### src/rtl/video_timing_gen.sv
// Raster timing generator: free-running h/v counters, region decode, registered sync/de/rgb for the TMDS stage.
// Latency: pix_req/pix_x/pix_y combinational from counters; hsync/vsync/de/rgb/frame_start one sys_clk later.
// Backpressure: none; the raster never stalls, upstream must supply pix_data on the edge that closes a pix_req cycle.
// Optional: define TEST_PATTERN_EN to add pattern_sel and an 8-bar colour pattern source.
module video_timing_gen #(
  parameter int H_SYNC   = 96,
  parameter int H_BACK   = 48,
  parameter int H_VALID  = 640,
  parameter int H_FRONT  = 16,
  parameter int V_SYNC   = 2,
  parameter int V_BACK   = 33,
  parameter int V_VALID  = 480,
  parameter int V_FRONT  = 10,
  parameter int SYNC_POL = 1
) (
  input  logic        sys_clk,
  input  logic        sys_rst_n,
`ifdef TEST_PATTERN_EN
  input  logic        pattern_sel,
`endif
  input  logic [23:0] pix_data,
  output logic        pix_req,
  output logic [11:0] pix_x,
  output logic [11:0] pix_y,
  output logic        hsync,
  output logic        vsync,
  output logic        de,
  output logic [7:0]  rgb_red,
  output logic [7:0]  rgb_green,
  output logic [7:0]  rgb_blue,
  output logic        frame_start
);

  localparam int H_TOTAL = H_SYNC + H_BACK + H_VALID + H_FRONT;
  localparam int V_TOTAL = V_SYNC + V_BACK + V_VALID + V_FRONT;

  localparam logic [11:0] H_LAST     = 12'(H_TOTAL - 1);
  localparam logic [11:0] V_LAST     = 12'(V_TOTAL - 1);
  localparam logic [11:0] H_SYNC_END = 12'(H_SYNC);
  localparam logic [11:0] V_SYNC_END = 12'(V_SYNC);
  localparam logic [11:0] H_START    = 12'(H_SYNC + H_BACK);
  localparam logic [11:0] V_START    = 12'(V_SYNC + V_BACK);
  localparam logic [11:0] H_END      = 12'(H_SYNC + H_BACK + H_VALID);
  localparam logic [11:0] V_END      = 12'(V_SYNC + V_BACK + V_VALID);

  // XOR mask turning an active-high region flag into the configured sync polarity
  localparam logic SYNC_INV = (SYNC_POL == 0);

  logic [11:0] h_cnt;
  logic [11:0] v_cnt;
  logic        hs_act;
  logic        vs_act;
  logic        act;
  logic [23:0] rgb_src;

  // Horizontal counter: free-running 0..H_TOTAL-1
  always_ff @(posedge sys_clk or negedge sys_rst_n) begin
    if (!sys_rst_n) begin
      h_cnt <= '0;
    end else if (h_cnt == H_LAST) begin
      h_cnt <= '0;
    end else begin
      h_cnt <= h_cnt + 12'd1;
    end
  end

  // Vertical counter: advances on each horizontal wrap, wraps after V_TOTAL lines
  always_ff @(posedge sys_clk or negedge sys_rst_n) begin
    if (!sys_rst_n) begin
      v_cnt <= '0;
    end else if (h_cnt == H_LAST) begin
      if (v_cnt == V_LAST) begin
        v_cnt <= '0;
      end else begin
        v_cnt <= v_cnt + 12'd1;
      end
    end
  end

  // Region decode on the live counters; pix_req leads the registered de by one cycle
  always_comb begin
    hs_act  = (h_cnt < H_SYNC_END);
    vs_act  = (v_cnt < V_SYNC_END);
    act     = (h_cnt >= H_START) && (h_cnt < H_END) &&
              (v_cnt >= V_START) && (v_cnt < V_END);
    pix_req = act;
    pix_x   = act ? (h_cnt - H_START) : '0;
    pix_y   = act ? (v_cnt - V_START) : '0;
  end

`ifdef TEST_PATTERN_EN
  localparam logic [11:0] BAR_W = 12'(H_VALID / 8);

  logic [2:0] bar_idx;

  // Colour-bar source: white, yellow, cyan, green, magenta, red, blue, black.
  // With that ordering R = ~idx[1], G = ~idx[2], B = ~idx[0], so no lookup table is needed.
  always_comb begin
    bar_idx = 3'(pix_x / BAR_W);
    rgb_src = pattern_sel ? {{8{~bar_idx[1]}}, {8{~bar_idx[2]}}, {8{~bar_idx[0]}}}
                          : pix_data;
  end
`else
  // Pixel source is always the upstream frame buffer
  always_comb begin
    rgb_src = pix_data;
  end
`endif

  // Output stage: sync, de and rgb registered together so they stay aligned at the encoders
  always_ff @(posedge sys_clk or negedge sys_rst_n) begin
    if (!sys_rst_n) begin
      hsync       <= SYNC_INV;
      vsync       <= SYNC_INV;
      de          <= 1'b0;
      rgb_red     <= 8'd0;
      rgb_green   <= 8'd0;
      rgb_blue    <= 8'd0;
      frame_start <= 1'b0;
    end else begin
      hsync       <= hs_act ^ SYNC_INV;
      vsync       <= vs_act ^ SYNC_INV;
      de          <= act;
      rgb_red     <= act ? rgb_src[23:16] : 8'd0;
      rgb_green   <= act ? rgb_src[15:8]  : 8'd0;
      rgb_blue    <= act ? rgb_src[7:0]   : 8'd0;
      frame_start <= (h_cnt == 12'd0) && (v_cnt == 12'd0);
    end
  end

endmodule
### config.mk
export PLATFORM = sky130hd
export DESIGN_NAME = video_timing_gen
export DESIGN_NICKNAME = d
export VERILOG_FILES = /design/src/rtl/video_timing_gen.sv
export SDC_FILE = /design/constraint.sdc
export NUM_CORES = 1
export LEC_CHECK = 0
export CAP_MARGIN = 25
export CORE_MARGIN = 1.5
export CORE_UTILIZATION = 46
export DETAILED_ROUTE_END_ITERATION = 16
export GPL_ROUTABILITY_DRIVEN = 0
export PLACE_DENSITY = 0.83
export REMOVE_ABC_BUFFERS = 1
export SYNTH_ARGS = -nofsm -noshare
export SYNTH_HDL_FRONTEND = slang
export SYNTH_SLANG_ARGS = --single-unit
### constraint.sdc
create_clock -name sys_clk -period 4.7 [get_ports sys_clk]
set_clock_uncertainty 0.2 [all_clocks]
set_input_delay 1.41 -clock sys_clk [delete_from_list [all_inputs] [get_ports sys_clk]]
set_output_delay 1.41 -clock sys_clk [all_outputs]
set_load 0.03 [all_outputs]
# [Word level (Yosys, flattened, before mapping)]
# Cells that the tools add are included.
[op_classes] bitwise=0 div=0 n_mux=7 n_lt_le_gt_ge=6 reduce_logical=6 n_mul=0 eq_ne=2 addsub=4 n_shift=0
[op_table] op="12-bit 2-to-1 mux" count=4
[op_table] op="12-bit by 1-bit adder with 12-bit output (second input constant)" count=2
[op_table] op="12-bit by 10-bit == test with 1-bit output (second input constant)" count=2
[op_table] op="12-bit logical NOT" count=2
[op_table] op="12-bit by 10-bit less-than comparator with 1-bit output (second input constant)" count=2
[op_table] op="8-bit 2-to-1 mux" count=3
[op_table] op="12-bit by 6-bit >= comparator with 1-bit output (second input constant)" count=1
[op_table] op="12-bit by 8-bit >= comparator with 1-bit output (second input constant)" count=1
[op_table] op="12-bit by 2-bit less-than comparator with 1-bit output (second input constant)" count=1
[op_table] op="12-bit by 7-bit less-than comparator with 1-bit output (second input constant)" count=1
[op_table] op="12-bit by 6-bit subtractor with 12-bit output (second input constant)" count=1
[op_table] op="12-bit by 8-bit subtractor with 12-bit output (second input constant)" count=1
[op_table] op="1-bit logical AND" count=4
[word_totals] wordCells=34 memories=0 output_inout_bits=53 ram_bits=0 inputBits=26 latch_bits=0 register_bits=52 rom_bits=0

# [Depth between registers and ports, before layout]
[logic_depth] depth_word=5 depth_mapped=9 mapped_depth_nobuf=6

# [Worst setup path before layout]
# Ideal clock, no wire load.
[synth_path] path_type="register to output" start="register v_cnt[0]" end="output port pix_x[2]" path_buffers=2 slack_ps=800 t_arrival_ps=2290 required_time_ps=3090 path_stages_with_launch=8 cell_sequence="dfrtp_1 -> ha_1 -> clkbuf_1 -> nor3_1 -> a21boi_1 -> a211o_1 -> buf_6 -> nor3b_1"
[synth_between] elab_chain_len=4 elab_cells_between_ends=5 cone_classes="order compare (2); mux (1); reduce/logical (2)"
[synth_rtl] element="from (decl)" line_no="50" source="logic [11:0] v_cnt;"
[synth_rtl] element="from (signal assigned)" line_no="75" source="v_cnt <= v_cnt + 12'd1;"
[synth_rtl] element="12-bit by 6-bit >= comparator with 1-bit output" line_no="85" source="(v_cnt >= V_START) && (v_cnt < V_END);"
[synth_rtl] element="1-bit logical AND" line_no="84" source="act = (h_cnt >= H_START) && (h_cnt < H_END) &&"
[synth_rtl] element="1-bit logical AND (*)" line_no="85"
[synth_rtl] element="12-bit 2-to-1 mux (*)" line_no="87" source="pix_x = act ? (h_cnt - H_START) : '0;"
[synth_rtl] element="to (decl)" line_no="23" source="output logic [11:0] pix_x,"
# Mark *: on every way between the ends. The rest lies on a longest branch, timed or not.

# [Final worst setup path]
[layout_path] start="register v_cnt[0]" end="output port pix_y[11]"
[layout_between] elab_chain_len=4 elab_cells_between_ends=6 cone_classes="add/sub (1); order compare (2); mux (1); reduce/logical (2)"
[layout_rtl] element="12-bit by 6-bit >= comparator with 1-bit output" line_no="85"
[layout_rtl] element="1-bit logical AND" line_no="84"
[layout_rtl] element="1-bit logical AND" line_no="85"
[layout_rtl] element="12-bit 2-to-1 mux (*)" line_no="88" source="pix_y = act ? (v_cnt - V_START) : '0;"
[layout_rtl] element="to (decl)" line_no="24" source="output logic [11:0] pix_y,"
# Marked as above.

==> load_flow_metrics.sql <==
INSERT INTO impl_metrics (metric_group, metric, value, unit) VALUES
('sta', 'setup-violations-final', '0', ''),
('clock_network', 'cts.sinks', '52', ''),
('logic_synthesis', 'synth_seq_cells', '52', ''),
('routing', 'vias_per_cell', '5.40', ''),
('run', 'cap_violations', '0', ''),
('outcome', 'status', 'finished, final reports clean', ''),
('global_routing', 'grt_max_degree', '38', ''),
('global_routing', 'grt.total_usage', '18.9', '%'),
('logic_synthesis', 'synth-async-reset-ratio', '100', '%'),
('power', 'switching_part_of_the_total_power', '21.3', '%'),
('routing', 'postRouteAntennaNets', '0', ''),
('cells_and_area', 'areaGrowthSynthToFinish', '31.2', '%'),
('placement', 'placement.setup.worst_slack', '0.379', 'ns'),
('setup_path', 'rrSetupSlack', '2.08', 'ns'),
('setup_path', 'cp.arrival', '2.94', 'ns'),
('floorplanning', 'core', '5960', 'µm²'),
('cells_and_area', 'num_antenna_cells', '0', ''),
('cells_and_area', 'final_cell_mix', '67 x clkdlybuf4s50_1, 52 x dfrtp_1, 28 x nor3b_1, 20 x xnor2_1, 18 x nor3_2', ''),
('sta', 'finalHoldViolCount', '0', ''),
('routing', 'first_pass_iters', '4', ''),
('sta', 'grt_setup_unrepaired', 'no', ''),
('clock_network', 'cts_tree', 'done', ''),
('min_path', 'hold_start', 'h_cnt[0]$_DFF_PN0_', ''),
('sta', 'achievable-frequency', '220', 'MHz'),
('sta', 'timing.final.crit_share', '96.7', '%'),
('routing', 'wire_per_inst', '15.0', 'µm'),
('power', 'power-per-cell-area', '200', 'nW/µm²'),
('clock_network', 'clock_insertion_delay_worst_skew', '0.30', 'ns'),
('sta', 'holdWs', '0.326', 'ns'),
('setup_path', 'setup.worst_path.end_class', 'primary output', ''),
('cells_and_area', 'final_common_cell', 'clkdlybuf4s50_1', ''),
('placement', 'detailedPlacementHpwl', '4.40', 'mm'),
('setup_path', 'cp.required', '3.09', 'ns'),
('sta', 'max_slew.worst_pin.slew', '0.807', 'ns'),
('sta', 'setup-tns-final', '0', 'ns'),
('sta', 'relSlewSlack', '46.1', '%'),
('global_routing', 'antenna_found_initial', '0', ''),
('logic_synthesis', 'synth-edff-count', '0', ''),
('power', 'net-switching-power', '0.159', 'mW'),
('logic_synthesis', 'synth.cell_area', '2850', 'µm²'),
('cells_and_area', 'utilization', '62.7', '%'),
('routing', 'drcViolationCount', '0', ''),
('logic_synthesis', 'syn_avg_cell_area', '10.5', 'µm²'),
('power', 'pwr-share-seq', '59.8', '%'),
('floorplanning', 'initial_utilization', '47.8', '%'),
('logic_synthesis', 'yosysWarningCount', '0', ''),
('floorplanning', 'fp.dieW', '81.6', 'µm'),
('setup_path', 'crit_path_start_kind', 'flop', ''),
('placement', 'placedInstanceArea', '3610', 'µm²'),
('setup_path', 'critical_path_peak_fanout', '37', ''),
('logic_synthesis', 'synthDistinctLibCells', '47', ''),
('sta', 'layout_setup_ws', '0.153', 'ns'),
('min_path', 'whs_path_cells', '1', ''),
('routing', 'route.final.wire_length', '6.13', 'mm'),
('setup_path', 'reg2reg_from', 'h_cnt[7]$_DFF_PN0_', ''),
('logic_synthesis', 'seq_area_frac_synth', '45.7', '%'),
('clock_network', 'clock_tree.buffer_depth', '2', ''),
('sta', 'timing_max_transition_violations_final', '0', ''),
('power', 'clk_network_pwr_share', '35.6', '%'),
('global_routing', 'overflow', '0', ''),
('routing', 'detailroute.via_count', '2209', ''),
('clock_network', 'post_cts.repair.setup_buffers', '0', ''),
('clock_network', 'cts_made_buffers', '5', ''),
('placement', 'dp.cells', '401', ''),
('global_routing', 'first_global_vias', '2129', ''),
('setup_path', 'end_of_the_worst_register_to_register_path', 'v_cnt[4]$_DFFE_PN0N_', ''),
('clock_network', 'path_clk_slew', '0.10', 'ns'),
('global_routing', 'grt_first_pass_wirelength', '9.83', 'mm'),
('setup_path', 'crit_start', 'v_cnt[0]$_DFFE_PN0N_', ''),
('power', 'leakage', '1.66', 'nW'),
('cells_and_area', 'layout-drive-gt1-share', '12.3', '%');
-- timing repair --
| action | in CTS | in global routing |
|---|---|---|
| endpoints found under the setup margin | 0 | 9 |
| resized for setup | 0 | 9 |
| hold buffers | 0 | 0 |
-- critical path: stages, from the launching register on --
cell and delay [ns]:
dfrtp_1 0.46, ha_1 0.35, nor3_1 0.30, a21boi_1 0.12
a211o_2 0.36, buf_12 0.19, nor3_2 0.15, clkdlybuf4s50_1 0.71
-- sequential cells by signal, summed over array words and instances (netlist names) --
| register | flops |
|---|---|
| rgb_green | 8 |
| rgb_red | 8 |
| v_cnt | 12 |
| de | 1 |
| rgb_blue | 8 |
| vsync | 1 |
| h_cnt | 12 |
| frame_start | 1 |
| hsync | 1 |
-- power by group through the flow --
stage / Sequential, mW / Clock, mW / Combinational, mW
after floorplan: 0.456 / 0 / 0.00388
after global placement: 0.456 / 0 / 0.0326
after detailed placement: 0.456 / 0 / 0.0346
after CTS: 0.447 / 0.279 / 0.0350
after global routing: 0.447 / 0.295 / 0.0371
final: 0.447 / 0.266 / 0.0339
-- cell families (layout without fill, tap and decap cells) --
family | after synthesis | in the layout | share of synthesized area [%]
DFF | 52 | 52 | 45.7
and+or+nand+nor | 123 | 123 | 29.1
muxes | 1 | 1 | 0.396
adders and majority gates | 7 | 7 | 3.08
buffers and inverters | 34 | 98 | 6.73
AOI/OAI and AO/OA | 25 | 25 | 6.55
xor gates and xnor gates | 27 | 27 | 8.31
other | 1 | 1 | 0.132
-- metal layers --
layer  track usage [%]  wire length (µm)  vias up  share of wire (%)
met4              5.08                34        0               0.55
li1                  -                 -     1063                  -
met1              24.3              2780     1061                 45
met5                 0                 0        -                  0
met2              32.5              2870       81                 47
met3              3.67               443        4                7.2
-- synthesized netlist by cell type (2+ instances only) --
master | count | area share [%]
xnor2_1 | 20 | 6.2
and4_1 | 2 | 0.62
nor2_1 | 17 | 2.2
nand3_1 | 13 | 2.3
nor4_1 | 5 | 1.1
buf_2 | 12 | 2.1
nand4_1 | 7 | 1.5
clkbuf_1 | 7 | 0.92
and3_1 | 4 | 0.88
xor2_1 | 7 | 2.2
a21o_1 | 2 | 0.53
buf_6 | 5 | 2.0
ha_1 | 7 | 3.1
or3_1 | 2 | 0.44
nor3_1 | 3 | 0.53
o21ai_0 | 5 | 0.88
and2_1 | 2 | 0.44
nand2b_1 | 2 | 0.44
inv_1 | 7 | 0.92
buf_4 | 3 | 0.79
nor3_2 | 18 | 6.3
a21oi_1 | 5 | 0.88
nand2_1 | 12 | 1.6
dfrtp_1 | 52 | 46
nor3b_1 | 28 | 7.4
a211oi_1 | 2 | 0.53
-- how the worst max path moves through the flow --
stage,cells after the start,to,slack (ns)
2_1_floorplan,5,pix_x[2],0.35
3_3_place_gp,7,pix_x[7],0.51
5_1_grt,7,pix_x[9],0.005
6_report,7,pix_y[11],0.15
3_5_place_dp,7,pix_x[7],0.38
4_1_cts,7,pix_x[7],0.03
-- cell type report --
type,count,area [µm²]
clock buffers,6,82.6
well taps,75,93.8
repair buffers,83,858
multi-input cells,184,1360
inverters,7,26.3
flip-flops and latches,52,1300
clock inverters,2,15.0
fillers,514,2220
No activity file was read; power rests on OpenSTA's default activity.
